==> src/rtl/bcd_pkg.sv <==
// Shared constants and types for the BCD scan decoder.
package bcd_pkg;
    localparam int BCD_W   = 4;
    localparam int BCD_MAX = 9;
    localparam int DEC_W   = 10;

    typedef logic [BCD_W-1:0] bcd_t;
    typedef logic [DEC_W-1:0] dec_t;
endpackage

==> src/rtl/bcd_onehot_dec.sv <==
// Combinational 4-bit BCD code to 10-bit one-hot decimal, with a valid flag.
// Codes 10..15 produce an all-zero one-hot and valid=0.
module bcd_onehot_dec
    import bcd_pkg::*;
(
    input  logic [BCD_W-1:0] i_code,
    output logic [DEC_W-1:0] o_onehot,
    output logic             o_valid
);
    // Compare against every decimal value so no out-of-range bit select exists
    always_comb begin
        o_onehot = '0;
        for (int k = 0; k < DEC_W; k++)
            o_onehot[k] = (i_code == BCD_W'(k));
        o_valid = (i_code <= BCD_W'(BCD_MAX));
    end
endmodule

==> src/rtl/bcd_scan_decoder.sv <==
// Time-multiplexed BCD-to-decimal decoder for multi-digit displays.
// All outputs are registered from next-state index/data, so a LOAD or an
// index advance is visible right after the edge that performs it.
module bcd_scan_decoder
    import bcd_pkg::*;
#(
    parameter int DIGITS   = 4,
    parameter int PRESCALE = 4
) (
    input  logic                    i_clk,
    input  logic                    i_rst,
    input  logic                    i_en,
    input  logic                    i_load,
    input  logic [BCD_W*DIGITS-1:0] i_din,
    input  logic                    i_lzb,
    input  logic                    i_clr_err,
    output logic [DIGITS-1:0]       o_sel,
    output logic [DEC_W-1:0]        o_d,
    output logic                    o_invalid,
    output logic                    o_err,
    output logic                    o_frame
);
    localparam int IDX_W = (DIGITS   > 1) ? $clog2(DIGITS)   : 1;
    localparam int CNT_W = (PRESCALE > 1) ? $clog2(PRESCALE) : 1;

    logic [DIGITS-1:0][BCD_W-1:0] r_data;
    logic [CNT_W-1:0]             r_cnt;
    logic [IDX_W-1:0]             r_idx;

    logic [DIGITS-1:0][BCD_W-1:0] w_din;
    logic [DIGITS-1:0][BCD_W-1:0] w_data_nxt;
    logic [CNT_W-1:0]             w_cnt_nxt;
    logic [IDX_W-1:0]             w_idx_nxt;
    logic                         w_wrap;
    logic                         w_load_bad;
    logic [DIGITS:0]              w_zero_up;
    logic [DIGITS-1:0]            w_sel;
    bcd_t                         w_cur;
    logic                         w_blank;
    dec_t                         w_onehot;
    logic                         w_valid;

    assign w_din      = i_din;
    assign w_data_nxt = i_load ? w_din : r_data;

    // Prescaler and scan index next state; wrap marks the frame boundary
    always_comb begin
        w_cnt_nxt = r_cnt;
        w_idx_nxt = r_idx;
        w_wrap    = 1'b0;
        if (i_en) begin
            if (r_cnt == CNT_W'(PRESCALE - 1)) begin
                w_cnt_nxt = '0;
                if (r_idx == IDX_W'(DIGITS - 1)) begin
                    w_idx_nxt = '0;
                    w_wrap    = 1'b1;
                end else begin
                    w_idx_nxt = r_idx + 1'b1;
                end
            end else begin
                w_cnt_nxt = r_cnt + 1'b1;
            end
        end
    end

    // Any digit above 9 in the incoming word flags a load error
    always_comb begin
        w_load_bad = 1'b0;
        for (int i = 0; i < DIGITS; i++)
            if (w_din[i] > BCD_W'(BCD_MAX)) w_load_bad = 1'b1;
    end

    // w_zero_up[i]: digits i..DIGITS-1 of the next-state word are all zero
    always_comb begin
        w_zero_up[DIGITS] = 1'b1;
        for (int i = DIGITS - 1; i >= 0; i--)
            w_zero_up[i] = w_zero_up[i+1] & (w_data_nxt[i] == '0);
    end

    // Select active digit, its blanking state and one-hot select by compare
    always_comb begin
        w_cur   = '0;
        w_blank = 1'b0;
        w_sel   = '0;
        for (int i = 0; i < DIGITS; i++) begin
            if (w_idx_nxt == IDX_W'(i)) begin
                w_sel[i] = 1'b1;
                w_cur    = w_data_nxt[i];
                // Digit 0 always shows so a zero value is never fully dark
                w_blank  = i_lzb && (i != 0) && w_zero_up[i];
            end
        end
    end

    bcd_onehot_dec u_dec (
        .i_code   (w_cur),
        .o_onehot (w_onehot),
        .o_valid  (w_valid)
    );

    // State and registered outputs; reset overrides everything
    always_ff @(posedge i_clk) begin
        if (i_rst) begin
            r_data    <= '0;
            r_cnt     <= '0;
            r_idx     <= '0;
            o_sel     <= '0;
            o_d       <= '0;
            o_invalid <= 1'b0;
            o_err     <= 1'b0;
            o_frame   <= 1'b0;
        end else begin
            r_data    <= w_data_nxt;
            r_cnt     <= w_cnt_nxt;
            r_idx     <= w_idx_nxt;
            o_sel     <= w_sel;
            o_d       <= (w_blank || !w_valid) ? '0 : w_onehot;
            o_invalid <= !w_blank && !w_valid;
            o_frame   <= w_wrap;
            // A new error outranks a simultaneous clear
            o_err     <= (i_load && w_load_bad) || (o_err && !i_clr_err);
        end
    end
endmodule

==> config.mk <==
export PLATFORM = sky130hd
export DESIGN_NAME = bcd_scan_decoder
export DESIGN_NICKNAME = d
export VERILOG_FILES = /design/src/rtl/bcd_pkg.sv /design/src/rtl/bcd_onehot_dec.sv /design/src/rtl/bcd_scan_decoder.sv
export SDC_FILE = /design/constraint.sdc
export NUM_CORES = 1
export LEC_CHECK = 0
export BUFFER_PORTS_ARGS = -buffer_cell sky130_fd_sc_hd__clkbuf_2
export CORE_AREA = 5 5 63 71
export CTS_CLUSTER_SIZE = 25
export DETAILED_ROUTE_END_ITERATION = 6
export DIE_AREA = 0 0 68 76
export GPL_TIMING_DRIVEN = 0
export PLACE_DENSITY_LB_ADDON = 0.05
export RECOVER_POWER = 25
export SYNTH_ARGS = -nofsm -noshare
export SYNTH_HDL_FRONTEND = slang
export SYNTH_SLANG_ARGS = --single-unit
==> constraint.sdc <==
create_clock -name i_clk -period 3.7 [get_ports i_clk]
set_input_delay 0.555 -clock i_clk [delete_from_list [all_inputs] [get_ports i_clk]]
set_output_delay 0.555 -clock i_clk [all_outputs]
set_load 0.01 [all_outputs]
==> results summary, run 1 <==
The first routing iteration left 97 violations. After detailed routing, the average wire length per cell comes to 16.4 um. The number of hold-slack violations in the final timing report came out at 0. The number of different library cells used by synthesis comes to 40. The number of placement rows is 24. The number of antenna diodes in the final layout is 0. TritonCTS built the clock tree. The number of warnings reported in the yosys synthesis log came out at 0. Summing over every cut layer, the via total after detailed routing is 1,544. The maximum ir drop on the vdd rail came out at 0.000241 V. The buffers inserted during post-CTS setup optimization came out at 0. The number of resized instances in the post-cts repair step is 0. The CTS buffer count came out at 5. After clock tree synthesis, the flow added hold-fix buffers numbering 0. The via-per-instance ratio came out at 5.70. The worst setup path is of the register to register kind. The synthesized netlist cell count came out at 176. The via count of the first global-routing pass is 1,570.

The average instance in the mapped netlist occupies 10.1 um^2. Traced cell by cell, the critical path runs through ha_1 > nand2_1 > mux2i_1 > mux4_2 > buf_2 > nor4_1. The family of cells with the greatest summed delay on the critical path is multiplexers. The total of buffers placed on input and output ports came out at 35. The clock latency of the later-clocked register in the worst-skew pair is 290 ps.

The peak clock frequency supported by timing is 0.370 GHz. The number of antenna violations at the first check in global routing came out at 0. The critical path's largest stage delay is 620 ps. The worst setup path is captured at a register. The initial utilization of the core area, before any placement, comes to 0.473. When the netlist entered floorplanning its net count stood at 200. The final HPWL from detailed placement came out at 3440 um. The layout has 373 filler cells. CTS built an H-tree with a depth of 2. The highest metal layer carrying signal wires in the routed design is met4. The overall die area came out at 5170 um^2.

The worst clock skew came out at 6.21 ps. The reported leakage power is 0.907 nW. For the pin with the worst max-slew slack, the measured transition is 752 ps. The worst hold-check slack came out at 507 ps. Measured along the y axis, the die boundary spans 76 um. The number of max-cap violations is 0. The clock-pin transition on the worst setup and hold timing paths came out at 80 ps. Measured against its own limit, the worst slew margin works out to 0.498. The number of endpoints failing setup at the final stage came out at 0. The core region is 3750 um^2. Setup repair after global routing left no endpoint under its margin. Routability-driven placement finished with a final weighted congestion of 0.843.

The all-layer global routing usage is 0.184. The share of the yosys chip area belonging to registers is 0.417. The die boundary width is 68 um. The cell area that synthesis handed to floorplanning was 1780 um^2. The startpoint class of the critical path is a register. The largest buffer count on any clock path is 2. In this run the count of I/O pins placed on the die edge is 39. Once layout is complete, the utilization of the core stands at 0.564. The first detailed-routing pass took 4 iterations. In this run the worst path has a maximum fanout of 10.

The remaining routing DRC violations is 0. For this run, asynchronously set or reset flops after synthesis account for 0. The worst path arrival time is 2880 ps. The number of clock sinks seen by CTS came out at 37. The number of nets still failing antenna checks after routing is 0.

The synthesized flop and latch total came out at 37. Entering global routing, the biggest net connects 14 pins. Counting flops with a built-in enable in the synthesized netlist gives 0. The remaining global-route overflow is 0.

The setup TNS came out at 0 ps. For this design, the slowest cell found on the critical path is sky130_fd_sc_hd__mux2i_1. The first global-routing pass estimated 7270 um of wire.

The type of the most critical hold path is register to register. The worst path needs 2700 ps of the cycle, external delays included. Summed over all nets, wire length on met3 after detailed routing comes to 147 um. The required time reported for the critical path endpoint came out at 3880 ps. The share of the cycle needed by the critical path after routing came out at 0.730. The number of nets in the final layout came out at 242. Together, buffers and inverters on the worst path number 1. For this run, the leading register cell type out of synthesis is sky130_fd_sc_hd__dfxtp_1. Power spread over the standard cell area amounts to 428 nW/um^2. The area added between synthesis and finish came out at 19.2%. In the detailed route, the total length drawn on met2 is 2290 um.

The tree is rooted in a sky130_fd_sc_hd__clkbuf_8. The final routed wirelength across all metal layers came out at 4440 um. The share of cells above drive strength 1 is 0.251. After detailed routing, the wire length on met1 is 1910 um. The run finished with clean final reports. The count of final max-slew check failures is 0.
## flip-flops by register name, indices dropped and copies added, names as in the netlist
name / flops
o_d: 10
o_err: 1
o_frame: 1
o_invalid: 1
o_sel: 4
r_cnt: 2
r_data: 16
r_idx: 2
## per-layer routing
layer / vias up / GRT usage
met4: 0 / 0.0795
met2: 33 / 0.308
li1: 742 / -
met1: 761 / 0.215
met5: - / 0
met3: 8 / 0.0472
## kinds of logic (layout without fill, tap and decap cells)
kind of cell	Yosys count	after routing	synth area share
compound gates	25	25	0.0923
fa+ha+maj	2	2	0.0141
buf+inv	10	53	0.0282
flops	37	37	0.417
mux	35	35	0.228
simple gates	67	67	0.220
## where the power goes
group,switching [mW],internal (mW),leakage (nW)
logic,0.0689,0.0536,0.550
registers,0.0107,0.416,0.303
clock network,0.154,0.202,0.0543
total,0.234,0.672,0.907
## layout make-up
cell class | instances | area, um^2 | area share
plain buffers | 9 | 45.0 | 0.0213
clock buffers | 5 | 68.8 | 0.0325
inverters | 1 | 3.75 | 0.00177
well taps | 52 | 65.1 | 0.0308
repair buffers | 35 | 164 | 0.0775
flip-flops and latches | 37 | 741 | 0.350
clock inverters | 3 | 46.3 | 0.0219
multi-input cells | 129 | 982 | 0.464
## synth_stat cells (3+ instances only)
cell / instances / area, um^2
sky130_fd_sc_hd__o21ai_0: 10 / 50.1
sky130_fd_sc_hd__nor4b_1: 3 / 26.3
sky130_fd_sc_hd__nor4_1: 9 / 56.3
sky130_fd_sc_hd__nand3_1: 8 / 40.0
sky130_fd_sc_hd__nor2_1: 24 / 90.1
sky130_fd_sc_hd__mux2_2: 6 / 67.6
sky130_fd_sc_hd__mux2i_1: 24 / 240
sky130_fd_sc_hd__nor3_1: 5 / 25.0
sky130_fd_sc_hd__dfxtp_1: 37 / 741
sky130_fd_sc_hd__mux4_2: 3 / 67.6
sky130_fd_sc_hd__clkbuf_1: 3 / 11.3
sky130_fd_sc_hd__buf_2: 4 / 20.0
sky130_fd_sc_hd__nand2_1: 3 / 11.3
sky130_fd_sc_hd__a21oi_1: 4 / 20.0
## worst register-to-register path, delay by kind of cell, from the launching register on
family        cells  cell delay [ps]
buf+inv           1              200
mux               2             1230
simple gates      2              570
flops             1              330
fa+ha+maj         1              280
## final timing paths
kind / startpoint / endpoint / slack, ps / depth (start not counted)
hold / removal: r_cnt[1]$_SDFFE_PP0P_ / r_cnt[1]$_SDFFE_PP0P_ / 510 / 2
hold reg to reg: r_cnt[1]$_SDFFE_PP0P_ / r_cnt[1]$_SDFFE_PP0P_ / 510 / 2
setup reg to reg: r_cnt[0]$_SDFFE_PP0P_ / o_d[5]$_SDFF_PP0_ / 1000 / 6
setup / recovery: r_cnt[0]$_SDFFE_PP0P_ / o_d[5]$_SDFF_PP0_ / 1000 / 6
## per-stage QoR
stage                     setup slack, ps  power, mW  area, um^2  std cells
after CTS                            1110      0.912        2130        271
after global placement               1100      0.553        2020        263
final                                 999      0.905        2120        271
after floorplan                      1370      0.515        1780        176
after detailed placement             1040      0.559        2020        263
after global routing                  832      0.949        2120        271
## layout by cell type, fill, tap and decap left out, types with 5 or more instances in the layout
cell type and n:
sky130_fd_sc_hd__dfxtp_1 37, sky130_fd_sc_hd__clkbuf_2 26, sky130_fd_sc_hd__mux2i_1 24, sky130_fd_sc_hd__nor2_1 24
sky130_fd_sc_hd__clkbuf_1 13, sky130_fd_sc_hd__o21ai_0 10, sky130_fd_sc_hd__nor4_1 9, sky130_fd_sc_hd__nand3_1 8
sky130_fd_sc_hd__mux2_2 6, sky130_fd_sc_hd__nor3_1 5, sky130_fd_sc_hd__clkbuf_8 5
Note: power is estimated with default switching activity, not from simulation.
==> inputs of run 2 (changes only) <==
--- a/config.mk
+++ b/config.mk
@@ -6,10 +6,10 @@
 export NUM_CORES = 1
 export LEC_CHECK = 0
 export BUFFER_PORTS_ARGS = -buffer_cell sky130_fd_sc_hd__clkbuf_2
-export CORE_AREA = 5 5 63 71
+export CORE_AREA = 5 5 64 72
 export CTS_CLUSTER_SIZE = 25
 export DETAILED_ROUTE_END_ITERATION = 6
-export DIE_AREA = 0 0 68 76
+export DIE_AREA = 0 0 69 77
 export GPL_TIMING_DRIVEN = 0
 export PLACE_DENSITY_LB_ADDON = 0.05
 export RECOVER_POWER = 25
==> constraint.sdc (replaced) <==
create_clock -name i_clk -period 2.19 [get_ports i_clk]
set_input_delay 0.3285 -clock i_clk [delete_from_list [all_inputs] [get_ports i_clk]]
set_output_delay 0.3285 -clock i_clk [all_outputs]
set_load 0.01 [all_outputs]
==> results summary, run 2 (synthesized netlist as in run 1, its figures left out) <==
The area added between synthesis and finish came out at 29.2%. Prior to clock tree synthesis, the placed netlist has a worst setup slack of -442 ps. Power spread over the standard cell area amounts to 636 nW/um^2. The reg-to-reg setup timing slack came out at -40 ps. The starting density of the core is 0.462. For this run, the share of the core covered by cells in the final layout is 0.597. The largest individual stage delay along the critical path comes from the cell sky130_fd_sc_hd__mux4_2. The critical path runs through a total of 7 cells. The total number of vias came out at 1,583. The clock latency of the later-clocked register in the worst-skew pair is 300 ps. After the first detailed-routing iteration, the DRC count stood at 67. The largest buffer count on any clock path is 2. The share of cells above drive strength 1 came out at 0.343. In the final layout, the registers with the most flip-flops are r_data x16, o_d x10, o_sel x4. The top-level port count is 39. Traced cell by cell, the critical path runs through ha_4 > nand4bb_4 > nand2_4 > buf_8 > mux2_4 > mux4_2 > nor4_1. More flip-flops sit in one register than any other, and that register is r_data. The worst path arrival time is 2440 ps. The number of antenna violations at the first check in global routing came out at 0. The number of hold-slack violations in the final timing report came out at 0.

The number of endpoints failing setup at the final stage is 6. The worst setup path is launched from a register. The number of antenna cells inserted came out at 0. In this run the cell area measured after placement is 2030 um^2.

Static timing analysis puts the maximum clock frequency at 0.448 GHz. Max-cap violations in this run came to 0. The total iterations of the first detailed-routing run is 4. The library cells used most frequently in the layout, excluding fill and tap cells, are sky130_fd_sc_hd__dfxtp_1 (33), sky130_fd_sc_hd__clkbuf_2 (26), sky130_fd_sc_hd__nor2_1 (24).

In the finished design, the share of the clock period the worst path needs comes to 1.02. At the end of routability-driven placement, the weighted congestion stood at 0.890. The critical path's largest stage delay came out at 570 ps.

The depth of the worst register-to-register path is 7. The number of H-tree levels came out at 2. The maximum ir drop on the vdd rail is 0.000420 V.

The wire length per cell after detailed routing is 17.5 um. The family of cells with the greatest summed delay on the critical path is multiplexers. The count of final max-slew check failures is 0.

The worst hold-check slack is 308 ps. The via-per-instance ratio is 5.61. The count of buffering cells on the critical path with inverters included came out at 1.

The number of nets still failing antenna checks after routing is 0. The buffer cell driving the clock tree root is sky130_fd_sc_hd__clkbuf_8. The kind of capture point of the worst setup path is a register.

The required time reported for the critical path endpoint is 2400 ps. Across all setup checks in the final design, the least slack found is -39.9 ps. In this run the critical register-to-register path is launched from r_idx[0]$_SDFF_PP0_. The wire length of the first global-routing pass came out at 8460 um.

The pin count of the biggest net entering global routing is 13. Buffers placed on the I/O ports in this run total 35. The overall die area is 5310 um^2. The final reports fail on setup timing. The number of clock sinks seen by CTS is 37. After legalization and detailed placement, the total HPWL measured 3500 um. The total area inside the core boundary comes to 3840 um^2. The overall power is 1.46 mW.

Setup repair after global routing could not meet its margin everywhere. The final critical-path required period is 2230 ps. The clock-pin transition on the worst setup and hold timing paths came out at 80 ps.

The endpoint of the most critical register-to-register path is o_d[4]$_SDFF_PP0_. The most critical setup path has its startpoint at r_idx[0]$_SDFF_PP0_. The actual transition at the worst max-transition pin is 781 ps.

The CTS buffer count is 5. In this run the static leakage power is 0.970 nW. Of all nets on the critical path, the largest fanout is 5.

In this run the tightest slew margin relative to its limit is 0.479. The final design area excluding fillers is 2290 um^2. Leaving out fill and tap cells, the most frequent cell in the layout is sky130_fd_sc_hd__dfxtp_1. The capturing element of the worst setup path is o_d[4]$_SDFF_PP0_. The worst setup path is of the register to register kind.

The all-layer global routing usage came out at 0.200. TritonCTS built the clock tree. The die boundary width came out at 69 um.

The flow ran to the end, but the final reports show violations. The flip-flop count of the largest register after layout came out at 16. For this run, the post-layout net count is 253. The final routed wirelength across all metal layers is 4930 um. The number of buffers added to fix hold violations after cts came out at 0.

On the final layout, the worst clock skew is 4.74 ps. The remaining global-route overflow is 0. The via count of the first global-routing pass came out at 1,709. The overall die height came out at 77 um. The path class of the tightest hold or removal check is input pin to register. The floorplan has 24 rows. For this run, design rule violations remaining after detail routing come to 0.
==> run 2: where the power goes <==
group,switching [mW],internal (mW)
Combinational,0.125,0.104
Sequential,0.0187,0.703
Clock,0.252,0.255
==> run 2: metrics by stage <==
stage          TNS, ps  std cells
2_1_floorplan        0        176
3_3_place_gp     -3610        263
3_5_place_dp     -4020        263
4_1_cts           -138        281
5_1_grt           -997        282
6_report          -130        282
==> run 2: layout make-up <==
type | instances | area, um^2
fill | 388 | 1550
inverter | 1 | 3.75
clock inverter | 2 | 13.8
tap | 52 | 65.1
multi-input combinational | 129 | 1080
buffer | 9 | 56.3
clock buffer | 6 | 82.6
timing repair buffer | 46 | 248
sequential | 37 | 748
==> run 2: routing by layer <==
metal	GRT usage	wire [um]	up-vias
met1	0.223	2070	774
met3	0.0484	199	8
met5	0	0	-
met4	0.0957	87	0
li1	-	-	766
met2	0.353	2580	35
==> run 2: worst register-to-register path, cell delays in order, from the launching register on <==
cell and delay [ps]:
sky130_fd_sc_hd__dfxtp_4 370, sky130_fd_sc_hd__ha_4 170, sky130_fd_sc_hd__nand4bb_4 240, sky130_fd_sc_hd__nand2_4 130, sky130_fd_sc_hd__buf_8 120, sky130_fd_sc_hd__mux2_4 290
sky130_fd_sc_hd__mux4_2 570, sky130_fd_sc_hd__nor4_1 250
==> run 2: what timing repair did <==
action	CTS	global route
cloned	1	0
gates resized for setup	18	4
pin swaps	8	3
setup buffers	9	1
setup endpoints to repair	11	11
==> run 2: worst min path at each step <==
stage / from / to / slack, ps / cells past startpoint
2_1_floorplan: r_data[2]$_SDFF_PP0_ / r_data[2]$_SDFF_PP0_ / 460 / 2
3_3_place_gp: r_data[3]$_SDFF_PP0_ / r_data[3]$_SDFF_PP0_ / 480 / 2
3_5_place_dp: r_data[3]$_SDFF_PP0_ / r_data[3]$_SDFF_PP0_ / 480 / 2
4_1_cts: i_din[0] / r_data[0]$_SDFF_PP0_ / 310 / 3
5_1_grt: i_din[3] / r_data[3]$_SDFF_PP0_ / 330 / 3
6_report: i_din[0] / r_data[0]$_SDFF_PP0_ / 310 / 3
